File: src/rtl/spi_ram_burst_pkg.sv
// Shared types and helpers for the burst-capable SPI slave RAM.
// The optional parity feature is controlled by the SPI_RAM_PARITY_EN macro.
package spi_ram_burst_pkg;

  typedef enum logic [1:0] {
    CMD_WR_ADDR = 2'b00,
    CMD_WR_DATA = 2'b01,
    CMD_RD_ADDR = 2'b10,
    CMD_RD_DATA = 2'b11
  } spi_cmd_e;

  localparam int DEF_MEM_WIDTH = 8;
  localparam int DEF_MEM_DEPTH = 256;

  // Next index in a ring of `depth` entries.
  function automatic int unsigned wrap_inc(input int unsigned x, input int unsigned depth);
    return (x == depth - 32'd1) ? 32'd0 : x + 32'd1;
  endfunction

endpackage

File: src/rtl/spi_ram_burst_if.sv
// Command/response bundle between the SPI slave front end and spi_ram_burst.
// The parity_err signal exists only when SPI_RAM_PARITY_EN is defined.
interface spi_ram_burst_if #(
  parameter int MEM_WIDTH = 8,
  parameter int ADDR_SIZE = 8
);
  logic                 rx_valid;
  logic [MEM_WIDTH+1:0] din;
  logic [MEM_WIDTH-1:0] dout;
  logic                 tx_valid;
  logic                 seq_err;
  logic [ADDR_SIZE-1:0] addr_wr;
  logic [ADDR_SIZE-1:0] addr_rd;
`ifdef SPI_RAM_PARITY_EN
  logic                 parity_err;

  modport master (output rx_valid, din,
                  input  dout, tx_valid, seq_err, addr_wr, addr_rd, parity_err);
  modport slave  (input  rx_valid, din,
                  output dout, tx_valid, seq_err, addr_wr, addr_rd, parity_err);
`else
  modport master (output rx_valid, din,
                  input  dout, tx_valid, seq_err, addr_wr, addr_rd);
  modport slave  (input  rx_valid, din,
                  output dout, tx_valid, seq_err, addr_wr, addr_rd);
`endif
endinterface

File: src/rtl/spi_ram_burst_ptr.sv
// Wrap-around RAM pointer: saturating load of an address, or advance by one
// with wrap at MEM_DEPTH-1. Load has priority over increment.
module spi_ram_burst_ptr
  import spi_ram_burst_pkg::*;
#(
  parameter int MEM_DEPTH = DEF_MEM_DEPTH,
  parameter int ADDR_SIZE = $clog2(MEM_DEPTH)
) (
  input  logic                 clk,
  input  logic                 rst,
  input  logic                 load,
  input  logic                 inc,
  input  logic [ADDR_SIZE-1:0] load_val,
  output logic [ADDR_SIZE-1:0] ptr
);

  localparam logic [ADDR_SIZE-1:0] LAST_IDX = ADDR_SIZE'(MEM_DEPTH - 1);

  always_ff @(posedge clk) begin
    if (rst) begin
      ptr <= '0;
    end else if (load) begin
      ptr <= (load_val > LAST_IDX) ? LAST_IDX : load_val;
    end else if (inc) begin
      ptr <= ADDR_SIZE'(wrap_inc(32'(ptr), 32'(MEM_DEPTH)));
    end
  end

endmodule

File: src/rtl/spi_ram_burst.sv
// Single-port RAM behind an SPI slave: tagged address/data commands with
// auto-incrementing burst pointers. Optional word parity via SPI_RAM_PARITY_EN.
module spi_ram_burst
  import spi_ram_burst_pkg::*;
#(
  parameter int MEM_WIDTH = DEF_MEM_WIDTH,
  parameter int MEM_DEPTH = DEF_MEM_DEPTH,
  parameter int ADDR_SIZE = $clog2(MEM_DEPTH),
  parameter int AUTO_INC  = 1
) (
  input  logic           clk,
  input  logic           rst,
  spi_ram_burst_if.slave bus
);

`ifdef SPI_RAM_PARITY_EN
  localparam int STORE_W = MEM_WIDTH + 1;
`else
  localparam int STORE_W = MEM_WIDTH;
`endif
  localparam logic AUTO_INC_EN = (AUTO_INC != 0);

  // Stored word; in parity builds the top bit is the even-parity bit.
  function automatic logic [STORE_W-1:0] pack_word(input logic [MEM_WIDTH-1:0] d);
`ifdef SPI_RAM_PARITY_EN
    return {^d, d};
`else
    return d;
`endif
  endfunction

`ifdef SPI_RAM_PARITY_EN
  function automatic logic parity_bad(input logic [STORE_W-1:0] w);
    return ^w;
  endfunction
`endif

  spi_cmd_e             cmd;
  logic [MEM_WIDTH-1:0] payload;
  logic [ADDR_SIZE-1:0] pay_addr;
  logic                 cmd_ok;
  logic                 wr_addr_ld;
  logic                 wr_data_en;
  logic                 rd_addr_ld;
  logic                 rd_go;
  logic                 rd_bad;
  logic                 rd_armed;
  logic [STORE_W-1:0]   rd_word;

  assign cmd      = spi_cmd_e'(bus.din[MEM_WIDTH+1:MEM_WIDTH]);
  assign payload  = bus.din[MEM_WIDTH-1:0];
  assign pay_addr = ADDR_SIZE'(payload);

  // Reset suppresses any command presented in the same cycle.
  assign cmd_ok     = bus.rx_valid && !rst;
  assign wr_addr_ld = cmd_ok && (cmd == CMD_WR_ADDR);
  assign wr_data_en = cmd_ok && (cmd == CMD_WR_DATA);
  assign rd_addr_ld = cmd_ok && (cmd == CMD_RD_ADDR);
  assign rd_go      = cmd_ok && (cmd == CMD_RD_DATA) && rd_armed;
  assign rd_bad     = cmd_ok && (cmd == CMD_RD_DATA) && !rd_armed;

  spi_ram_burst_ptr #(
    .MEM_DEPTH (MEM_DEPTH),
    .ADDR_SIZE (ADDR_SIZE)
  ) u_wr_ptr (
    .clk      (clk),
    .rst      (rst),
    .load     (wr_addr_ld),
    .inc      (wr_data_en && AUTO_INC_EN),
    .load_val (pay_addr),
    .ptr      (bus.addr_wr)
  );

  spi_ram_burst_ptr #(
    .MEM_DEPTH (MEM_DEPTH),
    .ADDR_SIZE (ADDR_SIZE)
  ) u_rd_ptr (
    .clk      (clk),
    .rst      (rst),
    .load     (rd_addr_ld),
    .inc      (rd_go && AUTO_INC_EN),
    .load_val (pay_addr),
    .ptr      (bus.addr_rd)
  );

  logic [STORE_W-1:0] mem [MEM_DEPTH];

  always_ff @(posedge clk) begin
    if (wr_data_en) begin
      mem[bus.addr_wr] <= pack_word(payload);
    end
  end

  assign rd_word = mem[bus.addr_rd];

  // ---- stage p1: registered read response and sequence error ----
  logic [MEM_WIDTH-1:0] dout_p1;
  logic                 vld_p1;
  logic                 seq_err_p1;

  always_ff @(posedge clk) begin
    if (rst) begin
      dout_p1    <= '0;
      vld_p1     <= 1'b0;
      seq_err_p1 <= 1'b0;
      rd_armed   <= 1'b0;
    end else begin
      vld_p1     <= rd_go;
      seq_err_p1 <= rd_bad;
      if (rd_addr_ld) rd_armed <= 1'b1;
      if (rd_go)      dout_p1  <= rd_word[MEM_WIDTH-1:0];
    end
  end

  assign bus.dout     = dout_p1;
  assign bus.tx_valid = vld_p1;
  assign bus.seq_err  = seq_err_p1;

`ifdef SPI_RAM_PARITY_EN
  logic perr_p1;

  always_ff @(posedge clk) begin
    if (rst) begin
      perr_p1 <= 1'b0;
    end else begin
      perr_p1 <= rd_go && parity_bad(rd_word);
    end
  end

  assign bus.parity_err = perr_p1;
`endif

endmodule
File: src/flat_wrapper.sv
// flat-port wrapper written by rule: the top's interface ports become plain ports
module spi_ram_burst_flat import spi_ram_burst_pkg::*;
#(
  parameter int MEM_WIDTH = DEF_MEM_WIDTH,
  parameter int MEM_DEPTH = DEF_MEM_DEPTH,
  parameter int ADDR_SIZE = $clog2(MEM_DEPTH),
  parameter int AUTO_INC  = 1
)
  (clk, rst, bus_rx_valid, bus_din, bus_dout, bus_tx_valid, bus_seq_err, bus_addr_wr, bus_addr_rd);
  spi_ram_burst_if #(.MEM_WIDTH(MEM_WIDTH), .ADDR_SIZE(ADDR_SIZE)) bus_i ();
  input  logic clk;
  input  logic rst;
  input wire logic [$bits(bus_i.rx_valid)-1:0] bus_rx_valid;
  input wire logic [$bits(bus_i.din)-1:0] bus_din;
  output wire logic [$bits(bus_i.dout)-1:0] bus_dout;
  output wire logic [$bits(bus_i.tx_valid)-1:0] bus_tx_valid;
  output wire logic [$bits(bus_i.seq_err)-1:0] bus_seq_err;
  output wire logic [$bits(bus_i.addr_wr)-1:0] bus_addr_wr;
  output wire logic [$bits(bus_i.addr_rd)-1:0] bus_addr_rd;
  assign bus_i.rx_valid = bus_rx_valid;
  assign bus_i.din = bus_din;
  assign bus_dout = bus_i.dout;
  assign bus_tx_valid = bus_i.tx_valid;
  assign bus_seq_err = bus_i.seq_err;
  assign bus_addr_wr = bus_i.addr_wr;
  assign bus_addr_rd = bus_i.addr_rd;
  spi_ram_burst #(.MEM_WIDTH(MEM_WIDTH), .MEM_DEPTH(MEM_DEPTH), .ADDR_SIZE(ADDR_SIZE), .AUTO_INC(AUTO_INC)) u_core (.clk(clk), .rst(rst), .bus(bus_i));
endmodule
File: config.mk
export PLATFORM = sky130hd
export DESIGN_NAME = spi_ram_burst_flat
export DESIGN_NICKNAME = d
export VERILOG_FILES = /design/src/rtl/spi_ram_burst_pkg.sv /design/src/rtl/spi_ram_burst_if.sv /design/src/rtl/spi_ram_burst_ptr.sv /design/src/rtl/spi_ram_burst.sv /design/src/flat_wrapper.sv
export SDC_FILE = /design/constraint.sdc
export NUM_CORES = 2
export LEC_CHECK = 0
export ABC_AREA = 1
export CORE_ASPECT_RATIO = 0.5
export CORE_MARGIN = 2
export CORE_UTILIZATION = 45
export DETAILED_ROUTE_END_ITERATION = 10
export MAX_ROUTING_LAYER = met4
export PLACE_DENSITY_LB_ADDON = 0.12
export SKIP_CTS_REPAIR_TIMING = 1
export SLEW_MARGIN = 0
export SYNTH_ARGS = -nofsm -noshare
export SYNTH_HDL_FRONTEND = slang
export SYNTH_SLANG_ARGS = --single-unit
File: constraint.sdc
create_clock -name clk -period 2.8 [get_ports clk]
set_input_delay 0.56 -clock clk [delete_from_list [all_inputs] [get_ports clk]]
set_output_delay 0.56 -clock clk [all_outputs]
set_load 0.02 [all_outputs]
Word level (Yosys, flattened, before mapping). Memories as Yosys holds them, arrays and structs flattened. A register that Yosys moved wholly into a read port is not among the register bits. Index checks and enable logic that the tools add are counted.

Bits in registers: 19. Bits in latches: 0. Bits in writable memories: 2048. Bits in read-only memories: 0. Output and inout bits: 26. Word-level logic and storage cells: 35. Memories: 1.

Add/sub/neg operators: 2. Multipliers: 0. Divide/modulo/power cells: 0. Magnitude comparators: 1. Equality and inequality tests: 5. Shift operators: 0. Multiplexer cells: 9. Bitwise operators: 0. Reduce and logical (&&, ||, !) cells: 12.

Memory list: u_core.mem (words 256, width 8, rd ports 1, clocked after memory_dff 1, write ports 1, line spi_ram_burst.sv:86) `logic [STORE_W-1:0] mem [MEM_DEPTH];`.

Operators with widths (count): 2-to-1 mux 8 bit (7); adder 8 x 1 -> 8 bit, second input constant (2); == test 8 bit, second input constant (2); greater-than comparator 8 bit, second input constant (1); logical AND 1 bit (7); == test 2 bit, second input constant (2); nonzero test 2 bit (2); == test 2 x 1 -> 1 bit, second input constant (1); zero test 1 bit (2); zero test 2 bit (1); 2-to-1 mux 1 bit (2).

Longest topological paths before layout.
Depth in word-level cells: 6. Gate-level depth with buffers: 16. Gate-level depth less buffers: 13.

Hierarchy. From an unflattened synthesis, not the netlist that was laid out.

Cells, all modules: 7218. Area, all modules: 84647.4 µm².

By module, submodules not included: spi_ram_burst (times used 1, cells each 7052, area an instance 83636.5 µm², seq. area each 61719.2 µm²); spi_ram_burst_ptr (times used 2, cells each 83, area an instance 505.5 µm², seq. area each 160.2 µm²).

Worst setup path before layout. Ideal clock, no wire load.

Path type: input to register. Start point: input port rst. End point: memory u_core.mem[102][0] (netlist name) (enable). Setup time: 0.370 ns. Data arrival time: 2.153 ns. Data required time: 2.430 ns. Slack: 0.277 ns. Stages on the path: 10. Buffers on the path: 3. Path through: buf_2 inv_2 nand2_1 nor2_1 inv_1 nor2_1 buf_2 nand2_1 clkbuf_1 nor2_1.

Longest elaborated chain between the ends: 5.

RTL lines: start, declared (line flat_wrapper.sv:12) `input logic rst;`; zero test 1 bit (line spi_ram_burst.sv:55) `assign cmd_ok = bus.rx_valid && !rst;`; logical AND 1 bit (line spi_ram_burst.sv:55); logical AND 1 bit (line spi_ram_burst.sv:57) `assign wr_data_en = cmd_ok && (cmd == CMD_WR_DATA);`; 2-to-1 mux 1 bit (line spi_ram_burst.sv:89) `if (wr_data_en) begin`; 2-to-1 mux 1 bit (implied by the code) (line spi_ram_burst.sv:90) `mem[bus.addr_wr] <= pack_word(payload);`; end, declared (line spi_ram_burst.sv:86).

No other way between the ends.

Worst setup path after layout.
Start point: register u_core.u_rd_ptr.ptr[1]. End point: output port bus_addr_rd[1].

RTL lines: start, declared (line spi_ram_burst_ptr.sv:14) `output logic [ADDR_SIZE-1:0] ptr`; start signal, assigned (line spi_ram_burst_ptr.sv:23) `ptr <= (load_val > LAST_IDX) ? LAST_IDX : load_val;`; start signal, assigned (line spi_ram_burst_ptr.sv:25) `ptr <= ADDR_SIZE'(wrap_inc(32'(ptr), 32'(MEM_DEPTH)));`; end, declared (line flat_wrapper.sv:19) `output wire logic [$bits(bus_i.addr_rd)-1:0] bus_addr_rd;`.

No word-level cell between the ends.

==> results.toml <==
[status]
status = "finished, final reports clean"

[critical_path]
path_class = "reg -> out"
cp.required_ns = 2.24
reg2reg_from = "u_core.u_rd_ptr.ptr[0]"
endpoint_kind = "primary output"
worst_setup_path_start_kind = "register"
arrival_ns = 2.21
worstPathMaxFanout = 57
startpoint = "u_core.u_rd_ptr.ptr[1]"

[synth]
synth_area_um2 = 86100
syn-num-nets = 7610
ys_seq_area_frac = 0.720
synth_cell_types = 28
synthFlopType = "edfxtp_1"
synth-edff-count = 2048
syn_inst = 7592
yosysWarnings = 0
synth_seq_cells = 2075
async_reset_ff_frac = 0
postSynthAreaPerCell_um2 = 11.3

[sta]
post-route-period-util = 0.990
maxSlewViolCount = 0
setup_tns_ns = 0
post-route-min-period_ns = 2.77
max_freq_mhz = 361
worstMarginPinSlew_ns = 0.857
rsz0062_at_grt = "yes"
max_slew_margin = 0.427
fin_ws_ns = 0.0284
hold_viol = 0
final-setup-viol-count = 0
skew_ns = 0.0304

[grt]
grt_pass1_vias = 55500
overflow = 0
antenna_found_initial = 10
grt_pass1_wl_um = 372000
grt_max_degree = 88
grtUsageTotal = 0.267

[clock_tree]
clock_sinks = 2075
cts_buffers = 194
clockRootBuffer = "clkbuf_16"
clkLatencyLatePin_ns = 0.84
h-tree-depth = 4
cts_tree = "yes"
cts.clk_slew.worst_paths_ns = 0.07
cts.path.max_buffers = 4

[placement]
place_hpwl_um = 160000
dp.cells = 10300
place_ws_ns = -0.0318
globalplace.congestion = 0.921
port_buffers = 38

[layout]
syn_to_final_growth_pct = 16.1
fill_cells = 16500
nNetsFinal = 7956
multiInputGateArea_um2 = 20300
seq_area_um2 = 62100
stdcell_count = 10600
layout_commonest_cell = "nand2_1"
drive_gt1_frac = 0.124
layout_common_cells = "nand2_1 (2,088), edfxtp_1 (2,048), nand3_1 (1,542)"

[min_path]
hold_start = "bus_din[1]"
hold_path_class = "in -> reg"

[route]
wl_per_cell_um = 24.1
routed-via-count = 58200
via_per_inst = 5.48
drcViolationCount = 0
drt_iter0_markers = 7405
antenna_left = 0
wl_um = 256000
drtPass1Iterations = 8

[floorplanning]
die_h_um = 313
dieArea_um2 = 195000
ios = 39
start_util = 0.453
num_rows = 113
die_w_um = 623
fp.coreArea_um2 = 190000

[run]
cap_violations = 0

[pwr]
peakVddDrop_mv = 0.468
p_leak_nw = 36.6
p_switching_mw = 13.5
p_seq_frac = 0.539
pwr-share-comb = 0.041
p_sw_frac = 0.214
clock_power_share = 0.420
powerDensity_nw_per_um2 = 634
total_power_mw = 63.3
p_int_mw = 49.8
registers in the layout, indices dropped and copies added (netlist names):
register and flops:
u_core.bus.seq_err 1, u_core.rd_armed 1, u_core.bus.tx_valid 1, u_core.u_rd_ptr.ptr 8, u_core.mem 2048, u_core.bus.dout 8
u_core.u_wr_ptr.ptr 8
path summary, 6_finish.rpt:
kind / to / slack [ns] / cells after the start
worst max-delay path: bus_addr_rd[1] / 0.03 / 3
worst min-delay path: u_core.mem[112][1] / 0.11 / 1
worst max register to register: u_core.bus.dout[6] / 0.06 / 14
worst min register to register: u_core.rd_armed / 0.57 / 2
power by group through the flow:
stage | Clock, mW | Sequential [mW] | Combinational, mW
3_3_place_gp | 0 | 34.8 | 2.58
5_1_grt | 28.2 | 34.1 | 2.80
6_report | 26.6 | 34.1 | 2.61
3_5_place_dp | 0 | 34.8 | 2.58
2_1_floorplan | 0 | 34.8 | 0.986
4_1_cts | 26.9 | 34.1 | 2.58
cells in the mapped netlist, types with 3 or more instances:
master,number,area share
nand2_1,2106,0.092
edfxtp_1,2048,0.71
nand3_1,1542,0.090
nor2_1,539,0.023
inv_1,409,0.018
buf_2,234,0.014
o21ai_0,165,0.0096
clkbuf_1,164,0.0071
o211ai_1,112,0.0098
or2_2,90,0.0065
buf_1,52,0.0023
buf_4,31,0.0027
a21oi_1,30,0.0017
dfxtp_1,27,0.0063
a22oi_1,6,0.00052
ha_1,5,0.00073
nor3_1,5,0.00029
a31oi_1,4,0.00029
clkinv_1,4,0.00017
o21ai_1,4,0.00023
buf_6,3,0.00039
inv_2,3,0.00013
metrics by stage:
stage          hold WS (ns)  utilization  instance area, um2
3_3_place_gp          0.544        0.492               93500
2_1_floorplan         0.424            -               86100
5_1_grt              0.0759        0.526               99900
4_1_cts              0.0519        0.525               99800
6_report              0.115        0.526              100000
3_5_place_dp          0.545        0.492               93500
kinds of logic (layout without fill, tap and decap cells):
family | Yosys count | count (layout) | synth area share
AOI/OAI and AO/OA | 325 | 325 | 0.0225
other | 0 | 4 | 0
xor gates and xnor gates | 2 | 2 | 0.000203
buffers and inverters | 900 | 1394 | 0.0442
adders and majority gates | 5 | 5 | 0.000726
and+or+nand+nor | 4285 | 4285 | 0.212
DFF | 2075 | 2075 | 0.720
critical path: stages, from the launching register on:
cell and delay [ns]:
dfxtp_4 0.51, buf_16 0.28, buf_16 0.29, clkbuf_2 0.23
cell type report:
class | count | area share
sequential | 2075 | 0.621
multi-input combinational | 4617 | 0.203
timing repair buffer | 634 | 0.0658
clock buffer | 240 | 0.0509
tap | 2530 | 0.0317
inverter | 416 | 0.0160
clock inverter | 104 | 0.0113
antenna | 4 | 0.000100
layer usage:
| metal | global-route usage | routed length [um] | up-vias |
|---|---|---|---|
| met5 | - | 0 | - |
| met4 | 0.0588 | 5600 | 0 |
| met3 | 0.0398 | 21000 | 341 |
| met2 | 0.392 | 113000 | 2379 |
| met1 | 0.394 | 117000 | 28600 |
| li1 | - | - | 26900 |
No activity file was read; power rests on OpenSTA's default activity.
